File: config.mk
export PLATFORM = sky130hd
export DESIGN_NAME = mem_port_arbiter
export DESIGN_NICKNAME = d
export VERILOG_FILES = /design/src/rtl/mem_port_arbiter_pkg.sv /design/src/rtl/mem_tag_fifo.sv /design/src/rtl/mem_port_arbiter.sv
export SDC_FILE = /design/constraint.sdc
export NUM_CORES = 1
export LEC_CHECK = 0
export CAP_MARGIN = 20
export CORE_ASPECT_RATIO = 0.7
export CORE_MARGIN = 3
export CORE_UTILIZATION = 41
export DETAILED_ROUTE_END_ITERATION = 16
export PLACE_DENSITY = 0.8
export SLEW_MARGIN = 20
export SYNTH_ARGS = -nofsm -noshare
export SYNTH_HDL_FRONTEND = slang
export SYNTH_SLANG_ARGS = --single-unit
File: constraint.sdc
create_clock -name clk -period 4.25 [get_ports clk]
set_clock_uncertainty 0.2 [all_clocks]
set_input_delay 1.0625 -clock clk [delete_from_list [all_inputs] [get_ports clk]]
set_output_delay 1.0625 -clock clk [all_outputs]
set_load 0.02 [all_outputs]
File: src/rtl/mem_port_arbiter_pkg.sv
// Shared definitions for the main-memory port arbiter.
// Owner codes, controller instruction encodings and FSM states.
package mem_port_arbiter_pkg;

  localparam logic OWNER_VGA = 1'b0;
  localparam logic OWNER_CPU = 1'b1;

  localparam logic [2:0] MEM_INSTR_READ  = 3'b001;
  localparam logic [2:0] MEM_INSTR_WRITE = 3'b000;

  typedef enum logic {
    S_IDLE,
    S_ISSUE
  } arb_state_t;

  function automatic logic is_read(
    input logic [2:0] instr
  );
    return instr == MEM_INSTR_READ;
  endfunction

endpackage

File: src/rtl/mem_tag_fifo.sv
// In-order tracker of outstanding read bursts ({owner, bl} per entry).
// Ports: push/din in, pop in, head/full/empty out; async active-high rst.
module mem_tag_fifo #(
  parameter int W     = 7,
  parameter int DEPTH = 4
) (
  input  logic         clk,
  input  logic         rst,
  input  logic         push,
  input  logic [W-1:0] din,
  input  logic         pop,
  output logic [W-1:0] head,
  output logic         full,
  output logic         empty
);

  localparam int AW = (DEPTH > 1) ? $clog2(DEPTH) : 1;
  localparam logic [AW:0] FULL_CNT = (AW + 1)'(DEPTH);

  logic [W-1:0]  mem [DEPTH];
  logic [AW-1:0] wp;
  logic [AW-1:0] rp;
  logic [AW:0]   cnt;
  logic          do_push;
  logic          do_pop;

  assign full    = (cnt == FULL_CNT);
  assign empty   = (cnt == '0);
  assign do_push = push & ~full;
  assign do_pop  = pop & ~empty;
  assign head    = mem[rp];

  always_ff @(posedge clk) begin
    if (do_push) begin
      mem[wp] <= din;
    end
  end

  always_ff @(posedge clk or posedge rst) begin
    if (rst) begin
      wp  <= '0;
      rp  <= '0;
      cnt <= '0;
    end else begin
      if (do_push) begin
        wp <= wp + AW'(1);
      end
      if (do_pop) begin
        rp <= rp + AW'(1);
      end
      unique case ({do_push, do_pop})
        2'b10:   cnt <= cnt + (AW + 1)'(1);
        2'b01:   cnt <= cnt - (AW + 1)'(1);
        default: cnt <= cnt;
      endcase
    end
  end

endmodule

File: src/rtl/mem_port_arbiter.sv
// Shares one memory command/read port between VGA (priority) and CPU.
// Ports: vga_*/cpu_* client sides, mem_* controller side, rd_orphan.
module mem_port_arbiter
  import mem_port_arbiter_pkg::*;
#(
  parameter int TAG_DEPTH = 4,
  parameter int BL_W      = 6
) (
  input  logic            clk,
  input  logic            rst,
  input  logic            calib_done,
  input  logic            vga_req,
  input  logic [2:0]      vga_instr,
  input  logic [BL_W-1:0] vga_bl,
  input  logic [29:0]     vga_addr,
  output logic            vga_ack,
  input  logic            vga_rd_en,
  output logic            vga_rd_empty,
  input  logic            cpu_req,
  input  logic [2:0]      cpu_instr,
  input  logic [BL_W-1:0] cpu_bl,
  input  logic [29:0]     cpu_addr,
  output logic            cpu_ack,
  input  logic            cpu_rd_en,
  output logic            cpu_rd_empty,
  output logic [31:0]     rd_data,
  output logic            mem_cmd_en,
  output logic [2:0]      mem_cmd_instr,
  output logic [BL_W-1:0] mem_cmd_bl,
  output logic [29:0]     mem_cmd_byte_addr,
  input  logic            mem_cmd_full,
  output logic            mem_rd_en,
  input  logic [31:0]     mem_rd_data,
  input  logic            mem_rd_empty,
  output logic            rd_orphan
);

  localparam int TW = 1 + BL_W;

  arb_state_t      state;
  arb_state_t      state_nxt;
  logic            gnt_vga;
  logic            gnt_cpu;
  logic            vga_ok;
  logic            cpu_ok;
  logic            tag_push;
  logic            tag_pop;
  logic [TW-1:0]   tag_din;
  logic [TW-1:0]   tag_head;
  logic            tag_full;
  logic            tag_empty;
  logic            head_owner;
  logic [BL_W-1:0] head_bl;
  logic [BL_W-1:0] wcnt;
  logic            own_vga;
  logic            own_cpu;

  // A read needs a free tag slot; writes never return data.
  assign vga_ok = vga_req & (~is_read(vga_instr) | ~tag_full);
  assign cpu_ok = cpu_req & (~is_read(cpu_instr) | ~tag_full);

  always_comb begin
    state_nxt = state;
    gnt_vga   = 1'b0;
    gnt_cpu   = 1'b0;
    unique case (state)
      S_IDLE: begin
        if (calib_done & ~mem_cmd_full) begin
          if (vga_ok) begin
            gnt_vga = 1'b1;
          end else if (cpu_ok) begin
            gnt_cpu = 1'b1;
          end
        end
        if (gnt_vga | gnt_cpu) begin
          state_nxt = S_ISSUE;
        end
      end
      S_ISSUE: state_nxt = S_IDLE;
      default: state_nxt = S_IDLE;
    endcase
  end

  always_ff @(posedge clk or posedge rst) begin
    if (rst) begin
      state <= S_IDLE;
    end else begin
      state <= state_nxt;
    end
  end

  // Strobe derives from state so reset removes it without a clock.
  assign mem_cmd_en = (state == S_ISSUE);

  always_ff @(posedge clk or posedge rst) begin
    if (rst) begin
      vga_ack           <= 1'b0;
      cpu_ack           <= 1'b0;
      mem_cmd_instr     <= '0;
      mem_cmd_bl        <= '0;
      mem_cmd_byte_addr <= '0;
    end else begin
      vga_ack <= gnt_vga;
      cpu_ack <= gnt_cpu;
      unique case (1'b1)
        gnt_vga: begin
          mem_cmd_instr     <= vga_instr;
          mem_cmd_bl        <= vga_bl;
          mem_cmd_byte_addr <= vga_addr;
        end
        gnt_cpu: begin
          mem_cmd_instr     <= cpu_instr;
          mem_cmd_bl        <= cpu_bl;
          mem_cmd_byte_addr <= cpu_addr;
        end
        default: begin
          mem_cmd_instr     <= mem_cmd_instr;
          mem_cmd_bl        <= mem_cmd_bl;
          mem_cmd_byte_addr <= mem_cmd_byte_addr;
        end
      endcase
    end
  end

  assign tag_push = (gnt_vga & is_read(vga_instr))
                  | (gnt_cpu & is_read(cpu_instr));
  assign tag_din  = gnt_vga ? {OWNER_VGA, vga_bl}
                            : {OWNER_CPU, cpu_bl};

  mem_tag_fifo #(
    .W     (TW),
    .DEPTH (TAG_DEPTH)
  ) u_tags (
    .clk   (clk),
    .rst   (rst),
    .push  (tag_push),
    .din   (tag_din),
    .pop   (tag_pop),
    .head  (tag_head),
    .full  (tag_full),
    .empty (tag_empty)
  );

  assign head_owner = tag_head[BL_W];
  assign head_bl    = tag_head[BL_W-1:0];

  assign own_vga = ~tag_empty & (head_owner == OWNER_VGA);
  assign own_cpu = ~tag_empty & (head_owner == OWNER_CPU);

  assign vga_rd_empty = mem_rd_empty | ~own_vga;
  assign cpu_rd_empty = mem_rd_empty | ~own_cpu;

  assign mem_rd_en = (vga_rd_en & ~vga_rd_empty)
                   | (cpu_rd_en & ~cpu_rd_empty);

  assign rd_data = mem_rd_data;

  // Last word of the head burst retires its tag.
  assign tag_pop = mem_rd_en & (wcnt == head_bl);

  always_ff @(posedge clk or posedge rst) begin
    if (rst) begin
      wcnt <= '0;
    end else if (tag_pop) begin
      wcnt <= '0;
    end else if (mem_rd_en) begin
      wcnt <= wcnt + BL_W'(1);
    end
  end

  always_ff @(posedge clk or posedge rst) begin
    if (rst) begin
      rd_orphan <= 1'b0;
    end else if (~mem_rd_empty & tag_empty) begin
      rd_orphan <= 1'b1;
    end
  end

endmodule
Word-level counts from Yosys, hierarchy flattened
Memories as Yosys holds them, arrays and structs flattened.
Index checks and enable logic that the tools add are counted.
{"block": "totals", "output_inout_bits": 78, "wordCells": 79, "ff_bits": 56, "mem_bits_rw": 28, "input_bits": 119, "n_memories": 1}
{"block": "op_classes", "reduce_logical": 4, "eq_ne": 6, "muxes": 20, "addsub": 5, "n_bitwise": 32}
{"memory": "u_tags.mem", "words": 4, "word_bits": 7, "read_ports": 1, "rd_ports_with_merged_regs": 0, "write_ports": 1, "line": "mem_tag_fifo.sv:20", "text": "logic [W-1:0] mem [DEPTH];"}
{"cell": "$pmux 30 s2", "count": 1}
{"cell": "$and 1x1->1", "count": 13}
{"cell": "$mux 1", "count": 12}
{"cell": "$mux 6", "count": 2}
{"cell": "$not 1->1", "count": 12}
{"cell": "$pmux 3 s2", "count": 2}
{"cell": "$pmux 6 s2", "count": 1}
{"cell": "$mux 7", "count": 1}
{"cell": "$or 1x1->1", "count": 7}
{"cell": "$add 6x1->6 const B", "count": 1}
{"cell": "$eq 3x1->1 const B", "count": 2}
{"cell": "$eq 6x6->1", "count": 1}
{"cell": "$reduce_bool 2->1", "count": 3}
{"cell": "$add 2x1->2 const B", "count": 2}
{"cell": "$add 3x1->3 const B", "count": 1}
{"cell": "$eq 3x3->1 const B", "count": 1}
{"cell": "$logic_not 3->1", "count": 1}
{"cell": "$sub 3x1->3 const B", "count": 1}
{"cell": "$eq 2x1->1 const B", "count": 1}
{"cell": "$eq 2x2->1 const B", "count": 1}
{"cell": "$pmux 1 s2", "count": 1}

Depth between registers and ports, before layout
Gate-level depths: netlist (run 1).
{"block": "depth", "ltp_word": 14, "depth_mapped": 11, "mapped_depth_nobuf": 11}

Cells and area by module
From an unflattened synthesis (run 1), not the netlist that was laid out.
{"block": "unflattened", "hier_cells": 335, "area_unflattened_um2": 4172.8}
{"module": "mem_port_arbiter", "n_inst": 1, "seq_area_each_um2": 1226.2, "area_each_um2": 2718.9, "cells_each": 260}
{"module": "mem_tag_fifo", "n_inst": 1, "seq_area_each_um2": 1016.0, "area_each_um2": 1453.9, "cells_each": 75}

Worst setup path before layout (run 1)
No wires, ideal clock.
{"block": "synth_timing", "path_type": "input -> register", "from": "input port cpu_instr[1]", "to": "register u_tags.cnt[2]", "setup_ns": 0.125, "arrival_time_ns": 2.848, "stages": 11, "path_slack_ns": 1.077, "cell_sequence": "or3b_2 nor3b_1 a31oi_1 nor2_1 inv_1 ha_1 inv_1 fa_1 xor2_1 nor2_1 xor2_1"}
{"block": "synth_between", "elab_chain_cells": 14, "word_cells_on_any_way": 16, "cone_classes": "3 x eq/ne; 6 x mux; 6 x bitwise; 1 x reduce/logical"}
{"item": "start: declaration", "line": "mem_port_arbiter.sv:20", "text": "input logic [2:0] cpu_instr,"}
{"item": "$eq 3x1->1 (*)", "line": "mem_port_arbiter_pkg.sv:19", "text": "return instr == MEM_INSTR_READ;"}
{"item": "$not 1->1", "line": "mem_port_arbiter.sv:60", "text": "assign cpu_ok = cpu_req & (~is_read(cpu_instr) | ~tag_full);"}
{"item": "$or 1x1->1", "line": "mem_port_arbiter.sv:60"}
{"item": "$and 1x1->1", "line": "mem_port_arbiter.sv:60"}
{"item": "$mux 1", "line": "mem_port_arbiter.sv:71", "text": "end else if (cpu_ok) begin"}
{"item": "$mux 1", "line": "mem_port_arbiter.sv:69", "text": "if (vga_ok) begin"}
{"item": "$mux 1", "line": "mem_port_arbiter.sv:68", "text": "if (calib_done & ~mem_cmd_full) begin"}
{"item": "$mux 1 (2 in a row)", "line": "mem_port_arbiter.sv:66", "text": "unique case (state)"}
{"item": "$and 1x1->1 (*)", "line": "mem_port_arbiter.sv:126", "text": "| (gnt_cpu & is_read(cpu_instr));"}
{"item": "$or 1x1->1 (*)", "line": "mem_port_arbiter.sv:126"}
{"item": "$and 1x1->1 (*)", "line": "mem_tag_fifo.sv:29", "text": "assign do_push = push & ~full;"}
{"item": "$eq 2x1->1 or $eq 2x2->1 (tied branches)", "line": "mem_tag_fifo.sv:51", "text": "unique case ({do_push, do_pop})"}
{"item": "$pmux 3 s2 or $reduce_bool 2->1 (tied branches)"}
{"item": "end signal: assignment", "line": "mem_tag_fifo.sv:52", "text": "2'b10: cnt <= cnt + (AW + 1)'(1);"}
{"item": "end signal: assignment", "line": "mem_tag_fifo.sv:53", "text": "2'b01: cnt <= cnt - (AW + 1)'(1);"}
{"item": "end signal: assignment", "line": "mem_tag_fifo.sv:54", "text": "default: cnt <= cnt;"}
{"item": "end: declaration", "line": "mem_tag_fifo.sv:23", "text": "logic [AW:0] cnt;"}
Mark *: on every way between the ends. The rest lies on a longest branch, timed or not. The select of a mux whose other input is x is not followed.
A chain may end at the register's enable or synchronous reset.

Worst setup path in the final report (run 1)
{"block": "layout_timing", "from": "input port mem_rd_empty", "to": "output port mem_rd_en"}
{"block": "layout_between", "elab_chain_cells": 4, "word_cells_on_any_way": 7, "cone_classes": "7 x bitwise"}
{"item": "start: declaration", "line": "mem_port_arbiter.sv:34", "text": "input logic mem_rd_empty,"}
{"item": "$or 1x1->1, on equally long branches", "line": "mem_port_arbiter.sv:150, mem_port_arbiter.sv:151"}
{"item": "$not 1->1, on equally long branches", "line": "mem_port_arbiter.sv:153, mem_port_arbiter.sv:154"}
{"item": "$and 1x1->1, on equally long branches", "line": "mem_port_arbiter.sv:153, mem_port_arbiter.sv:154"}
{"item": "$or 1x1->1 (*)", "line": "mem_port_arbiter.sv:154", "text": "| (cpu_rd_en & ~cpu_rd_empty);"}
{"item": "end: declaration", "line": "mem_port_arbiter.sv:32", "text": "output logic mem_rd_en,"}
Mark *: on every way between the ends. The rest lies on a longest branch, timed or not.

==> run metrics, run 1 <==
via count 2953; startpoint types input port; ys flop type dfrtp_1; vias in the first global route 3274; # rows 30; RSZ-0062 raised after global routing false; max_cap viols 0; Synth async-reset ratio 0.667; gr ovfl total 0; Synthesis Warnings 0; DP HPWL between 7 and 8 mm; CP Data Arrival Time 2.69 ns; Tightest Pin Transition a little over 0.7 ns; IO Pins 197; die height 90.2 µm; DR WL/cell roughly 17 µm; drt first pass iters 4; GP Congestion 0.746; Layout Utilization 0.578; post-synth cell types 44; initial antenna violation count 0; Clock Tree Root clkbuf_16; hold buffers post-CTS 0; # fillers about 830; most frequent cells in the layout clkdlybuf4s50_1, dfrtp_1, nand2_1, mux2i_1, o21ai_0; VDD IR-drop max ~270 µV; total track usage 0.179; postcts setup bufs 0; dpl ws ~0.31 ns; CTS Buffer Depth 2; setup tns final 0 ns; Syn Area/Cell 12.0 µm²; # port buffers 132; Logic pwr share 0.317; Initial Util 0.425; switching pwr approximately 0.00083 W; DR iter-0 viols ~150; Setup crit end kind primary output; die span in x about 130 µm; via-per-instance ratio 5.07; cells on worst reg2reg path 11; Die ar. 0.0114 mm²; Sw Share 0.309; cts bufs inserted 9; part of the power in registers 0.408; P&R area growth vs syn 35.9%; DP Area ~0.0054 mm²; WL met2 4.74 mm; synthesized flop and latch total 84; CP max-delay cell clkdlybuf4s50_1; post-layout minimum cycle time 3.96 ns; final setup fails 0; H-tree depth 3; internal power 0.00185 W; Synth Net Count about 470; min setup slack post-route 0.294 ns; post-CTS sizing 0; Mapped Cells between 300 and 400; CTS clk-pin slew, worst paths 0.06 ns; core area 0.00976 mm²; HP Class flop to flop; layout cells sized above 1 0.0969; Post-synth EDFFs 28; Clk pwr share 0.275; Antenna Nets Post-Route 0; CP Cell Sequence clkdlybuf4s50_1 > nor2_1 > nand2b_2 > inv_2 > clkdlybuf4s50_1; antenna diode count 0; crit-path max cell delay just over 0.6 ns; highest metal layer with signal wires met4; smallest hold slack 0.258 ns; stages on the worst setup path 5; metal3 WL approximately 750 µm; Hold Path Cell Cnt 1; most frequent CP cell clkdlybuf4s50_1; Final Hold Fails 0; final slew viol count 0; pwr dens about 470 mW/mm²; DRT met1 WL 4.13 mm; slew margin rel. 0.527; Clock Latency Late Sink 0.33 ns; TritonCTS sink count 84; Worst Path Required 2.99 ns; CP bufs+invs 3; Lkg Pwr 2.31 nW; largest fanout on the critical path 7; sequential cell area fraction in the yosys report 0.540; first-pass GRT wire length 16.3 mm; status finished, final reports clean; DRC Markers 0; CTS tree yes; Post-Syn Area between 0.004 and 0.005 mm²; final worst path period share 0.931; largest net degree at the start of global routing 57; Fmax achieved 253 MHz; WL final 9.80 mm; Crit Path Category input port to primary output; commonest non-fill, non-tap cell in the layout clkdlybuf4s50_1; delay-heaviest family, CP buffers and inverters; post-route cell area 0.00564 mm²; fin nets 575
path summary, 6_finish.rpt:
| check | start | slack, ns | end |
|---|---|---|---|
| worst max-delay path | mem_rd_empty | 0.29 | mem_rd_en |
| worst min-delay path | rd_orphan$_DFFE_PP0P_ | 0.26 | rd_orphan$_DFFE_PP0P_ |
| worst max register to register | u_tags.rp[0]$_DFFE_PP0P_ | 0.96 | u_tags.cnt[2]$_DFFE_PP0P_ |
| worst min register to register | rd_orphan$_DFFE_PP0P_ | 0.26 | rd_orphan$_DFFE_PP0P_ |
| max in group asynchronous | rst | 2.32 | u_tags.wp[0]$_DFFE_PP0P_ |
| min in group asynchronous | rst | 1.06 | mem_cmd_bl[4]$_DFFE_PP0P_ |
worst reg2reg max path, stage by stage, from the launching register on:
cell and delay, ns:
dfrtp_1 0.37, buf_4 0.23, mux4_2 0.56, xnor2_1 0.22, nand4_2 0.20, nor3_4 0.35
ha_1 0.24, inv_1 0.06, fa_1 0.38, xor2_1 0.15, nor2_1 0.11, xor2_1 0.15
cell type report:
cell class,instances,area [µm²],area share
clock buffer,11,253,0.0448
clock inverter,5,33.8,0.00599
inverter,12,47.5,0.00844
multi-input combinational,205,1530,0.271
sequential,84,2240,0.398
tap,128,160,0.0284
timing repair buffer,137,1370,0.243
metrics by stage:
step / cells / power [W]
global placement: 566 / 0.00193
CTS: 582 / 0.00271
global route: 582 / 0.00283
finish: 582 / 0.00267
floorplan: 347 / 0.00161
detailed placement: 566 / 0.00196
power groups by stage:
stage / clock network (W) / logic [W] / registers (W)
after floorplan: 0 / 0.000424 / 0.00119
after global placement: 0 / 0.000830 / 0.00110
after detailed placement: 0 / 0.000857 / 0.00110
after global routing: 0.000798 / 0.000925 / 0.00111
final: 0.000734 / 0.000848 / 0.00109
after CTS: 0.000754 / 0.000860 / 0.00109
cells in the mapped netlist (3+ instances only):
cell type | n | share of area
a21o_1 | 7 | 0.013
a221o_1 | 3 | 0.0072
a22o_1 | 3 | 0.0063
and2_1 | 7 | 0.011
buf_2 | 5 | 0.0060
buf_4 | 36 | 0.065
dfrtp_1 | 56 | 0.34
edfxtp_1 | 28 | 0.20
ha_1 | 6 | 0.018
inv_1 | 10 | 0.0090
mux2i_1 | 36 | 0.087
mux4_2 | 7 | 0.038
nand2_1 | 51 | 0.046
nor2_1 | 6 | 0.0054
nor3_1 | 3 | 0.0036
o21ai_0 | 36 | 0.043
o21ai_1 | 3 | 0.0036
or2_2 | 3 | 0.0045
xnor2_1 | 8 | 0.017
xor2_1 | 4 | 0.0084
state kept, by name, summed over array words and instances, names as in the netlist, 2 cells and up:
name	count
mem_cmd_byte_addr	30
u_tags.mem	28
mem_cmd_bl	6
wcnt	6
mem_cmd_instr	3
u_tags.cnt	3
u_tags.rp	2
u_tags.wp	2
metal layers:
metal / global-route usage / vias to the layer above
met5: 0 / -
met4: 0.0446 / 0
met3: 0.0701 / 18
met2: 0.292 / 120
met1: 0.225 / 1427
li1: - / 1388
logic make-up (layout without fill, tap and decap cells):
family | after synthesis | count (layout) | share of synthesized area
AOI/OAI and AO/OA | 58 | 58 | 0.0884
muxes | 44 | 44 | 0.128
adders and majority gates | 7 | 7 | 0.0229
buffers and inverters | 58 | 165 | 0.0914
DFF | 84 | 84 | 0.540
and+or+nand+nor | 84 | 84 | 0.104
xor gates and xnor gates | 12 | 12 | 0.0253
Note: power is estimated with default switching activity, not from simulation.
==> run 2, diff against run 1 <==
--- a/config.mk
+++ b/config.mk
@@ -15,3 +15,4 @@
 export SYNTH_ARGS = -nofsm -noshare
 export SYNTH_HDL_FRONTEND = slang
 export SYNTH_SLANG_ARGS = --single-unit
+export TNS_END_PERCENT = 1
==> results of run 2 <==
Final layout, timing and power as in run 1 (identical DEF).
==> run 3, diff against run 2 <==
--- a/config.mk
+++ b/config.mk
@@ -8,9 +8,9 @@
 export CAP_MARGIN = 20
 export CORE_ASPECT_RATIO = 0.7
 export CORE_MARGIN = 3
-export CORE_UTILIZATION = 41
+export CORE_UTILIZATION = 45
 export DETAILED_ROUTE_END_ITERATION = 16
-export PLACE_DENSITY = 0.8
+export PLACE_DENSITY = 0.87
 export SLEW_MARGIN = 20
 export SYNTH_ARGS = -nofsm -noshare
 export SYNTH_HDL_FRONTEND = slang
==> constraint.sdc (replaced) <==
create_clock -name clk -period 4.6 [get_ports clk]
set_clock_uncertainty 0.2 [all_clocks]
set_input_delay 1.15 -clock clk [delete_from_list [all_inputs] [get_ports clk]]
set_output_delay 1.15 -clock clk [all_outputs]
set_load 0.02 [all_outputs]
==> run metrics, run 3 (same netlist as run 1, synthesis figures left out) <==
# rows 28 (-6.7%); P&R area growth vs syn 35.4%; largest net degree at the start of global routing 49 (-14%); final worst path period share 0.901; Crit Path Category flop to primary output; gr ovfl total 0 (unchanged); via-per-instance ratio 5.19 (+2.2%); setup tns final 0 ns (unchanged); VDD IR-drop max 226 µV (-16%); CTS clk-pin slew, worst paths 0.06 ns (about the same); max FFs per register 30 (unchanged); Worst Path Required 3.25 ns (+0.26 ns); CP Data Arrival Time 2.80 ns (+0.11 ns); antenna diode count 0 (unchanged); first-pass GRT wire length 16.1 mm (-1.3%); DR WL/cell 17.4 µm (+3.6%); initial antenna violation count 0 (unchanged); cts bufs inserted 9 (unchanged); TritonCTS sink count 84 (unchanged); Tightest Pin Transition 0.592 ns (-0.117 ns); DP Area 0.00533 mm² (-0.47%); CTS tree yes; DR iter-0 viols 182 (+26%); core area 0.00872 mm² (-11%); DRC Markers 0 (unchanged); commonest non-fill, non-tap cell in the layout clkdlybuf4s50_1; IO Pins 197 (unchanged); post-layout minimum cycle time between 4 and 5 ns; hold buffers post-CTS 0 (unchanged); HP Class flop to flop; layout cells sized above 1 0.0885 (-0.00842); Lkg Pwr 2.29 nW (-0.87%); Clock Latency Late Sink 0.34 ns (about the same); most frequent cells in the layout clkdlybuf4s50_1, dfrtp_1, nand2_1, mux2i_1, o21ai_0; Non-Filler Instances 572 (-1.7%); DP HPWL 7.34 mm (-0.26%); Die ar. 0.0104 mm² (-8.4%); CTS Buffer Depth 2 (unchanged); Inst Count DP 556 (-1.8%); vias in the first global route 3140 (-4.1%); Setup crit end kind primary output; # fillers 647 (-22%); die span in x 121 µm (-4.3%); # port buffers 132 (unchanged); Fmax achieved 241 MHz; Initial Util 0.476 (+0.0505); Clock Tree Root clkbuf_16; H-tree depth 3 (unchanged); WL final 9.98 mm (+1.8%); post-CTS sizing 0 (unchanged); postcts setup bufs 0 (unchanged); largest fanout on the critical path 9 (+2); Antenna Nets Post-Route 0 (unchanged); RSZ-0062 raised after global routing false; total track usage 0.200 (+0.0208); via count 2967 (+0.47%); die height 86.3 µm (-4.2%); final slew viol count 0 (unchanged); pwr dens 445 mW/mm² (-6.2%); Biggest register mem_cmd_byte_addr; drt first pass iters 4 (unchanged); slew margin rel. 0.604 (+0.0777); GP Congestion 0.856 (+15%); post-route cell area 0.00562 mm² (-0.31%); Final Hold Fails 0 (unchanged); final setup fails 0 (unchanged); total power 0.00250 W (-6.5%); startpoint types flop; Layout Utilization 0.644 (+0.0666); max_cap viols 0 (unchanged); status finished, final reports clean; biggest regs mem_cmd_byte_addr x30, u_tags.mem x28; fin nets 573 (-0.35%)
[run 3: cell types whose count changed in the layout (fill, tap and decap cells not counted), sizes merged]
cell      before  now
buf            5    3
clkinvlp       1    3
bufinv         0    1
clkbuf        11   10
clkinv         2    1
inv           14   13
[run 3: report_power, final]
part | internal (W) | switching (W) | leakage (nW)
Combinational | 0.000400 | 0.000358 | 1.22
Sequential | 0.000904 | 0.000122 | 0.935
Clock | 0.000421 | 0.000296 | 0.133
[run 3: path summary, 6_finish.rpt]
path | depth (start not counted) | startpoint | endpoint | slack, ns
max | 5 | u_tags.rp[0]$_DFFE_PP0P_ | mem_rd_en | 0.45
min | 1 | rd_orphan$_DFFE_PP0P_ | rd_orphan$_DFFE_PP0P_ | 0.26
max reg2reg | 10 | u_tags.rp[0]$_DFFE_PP0P_ | u_tags.cnt[2]$_DFFE_PP0P_ | 1.11
min reg2reg | 1 | rd_orphan$_DFFE_PP0P_ | rd_orphan$_DFFE_PP0P_ | 0.26
max in group asynchronous | 3 | rst | mem_cmd_byte_addr[9]$_DFFE_PP0P_ | 2.36
min in group asynchronous | 2 | rst | mem_cmd_byte_addr[23]$_DFFE_PP0P_ | 1.00
[run 3: critical path, stage by stage, from the launching register on]
cell             delay, ns
dfrtp_1               0.67
mux4_2                0.63
mux2i_1               0.17
nand2b_2              0.27
inv_2                 0.11
clkdlybuf4s50_1       0.60
[run 3: cell type report]
cell class / count / area, µm² / area share
Multi-Input combinational cell: 205 / 1530 / 0.272
Inverter: 12 / 47.5 / 0.00846
Sequential cell: 84 / 2240 / 0.399
Clock inverter: 6 / 65.1 / 0.0116
Tap cell: 120 / 150 / 0.0267
Timing Repair Buffer: 135 / 1360 / 0.241
Clock buffer: 10 / 229 / 0.0407
[run 3: routing by layer]
metal  global-route usage  vias to the layer above  part of all wire
met1                0.242                     1423              0.43
met2                0.322                      135              0.46
met5                    0                        -                 0
met3               0.0874                       31             0.084
li1                     -                     1378                 -
met4               0.0710                        0             0.025
[run 3: through the flow]
stage,worst slack (ns),hold slack [ns]
final,0.455,0.256
after floorplan,1.34,0.256
after CTS,0.418,0.258
after global placement,0.567,0.239
after detailed placement,0.513,0.244
after global routing,0.315,0.280
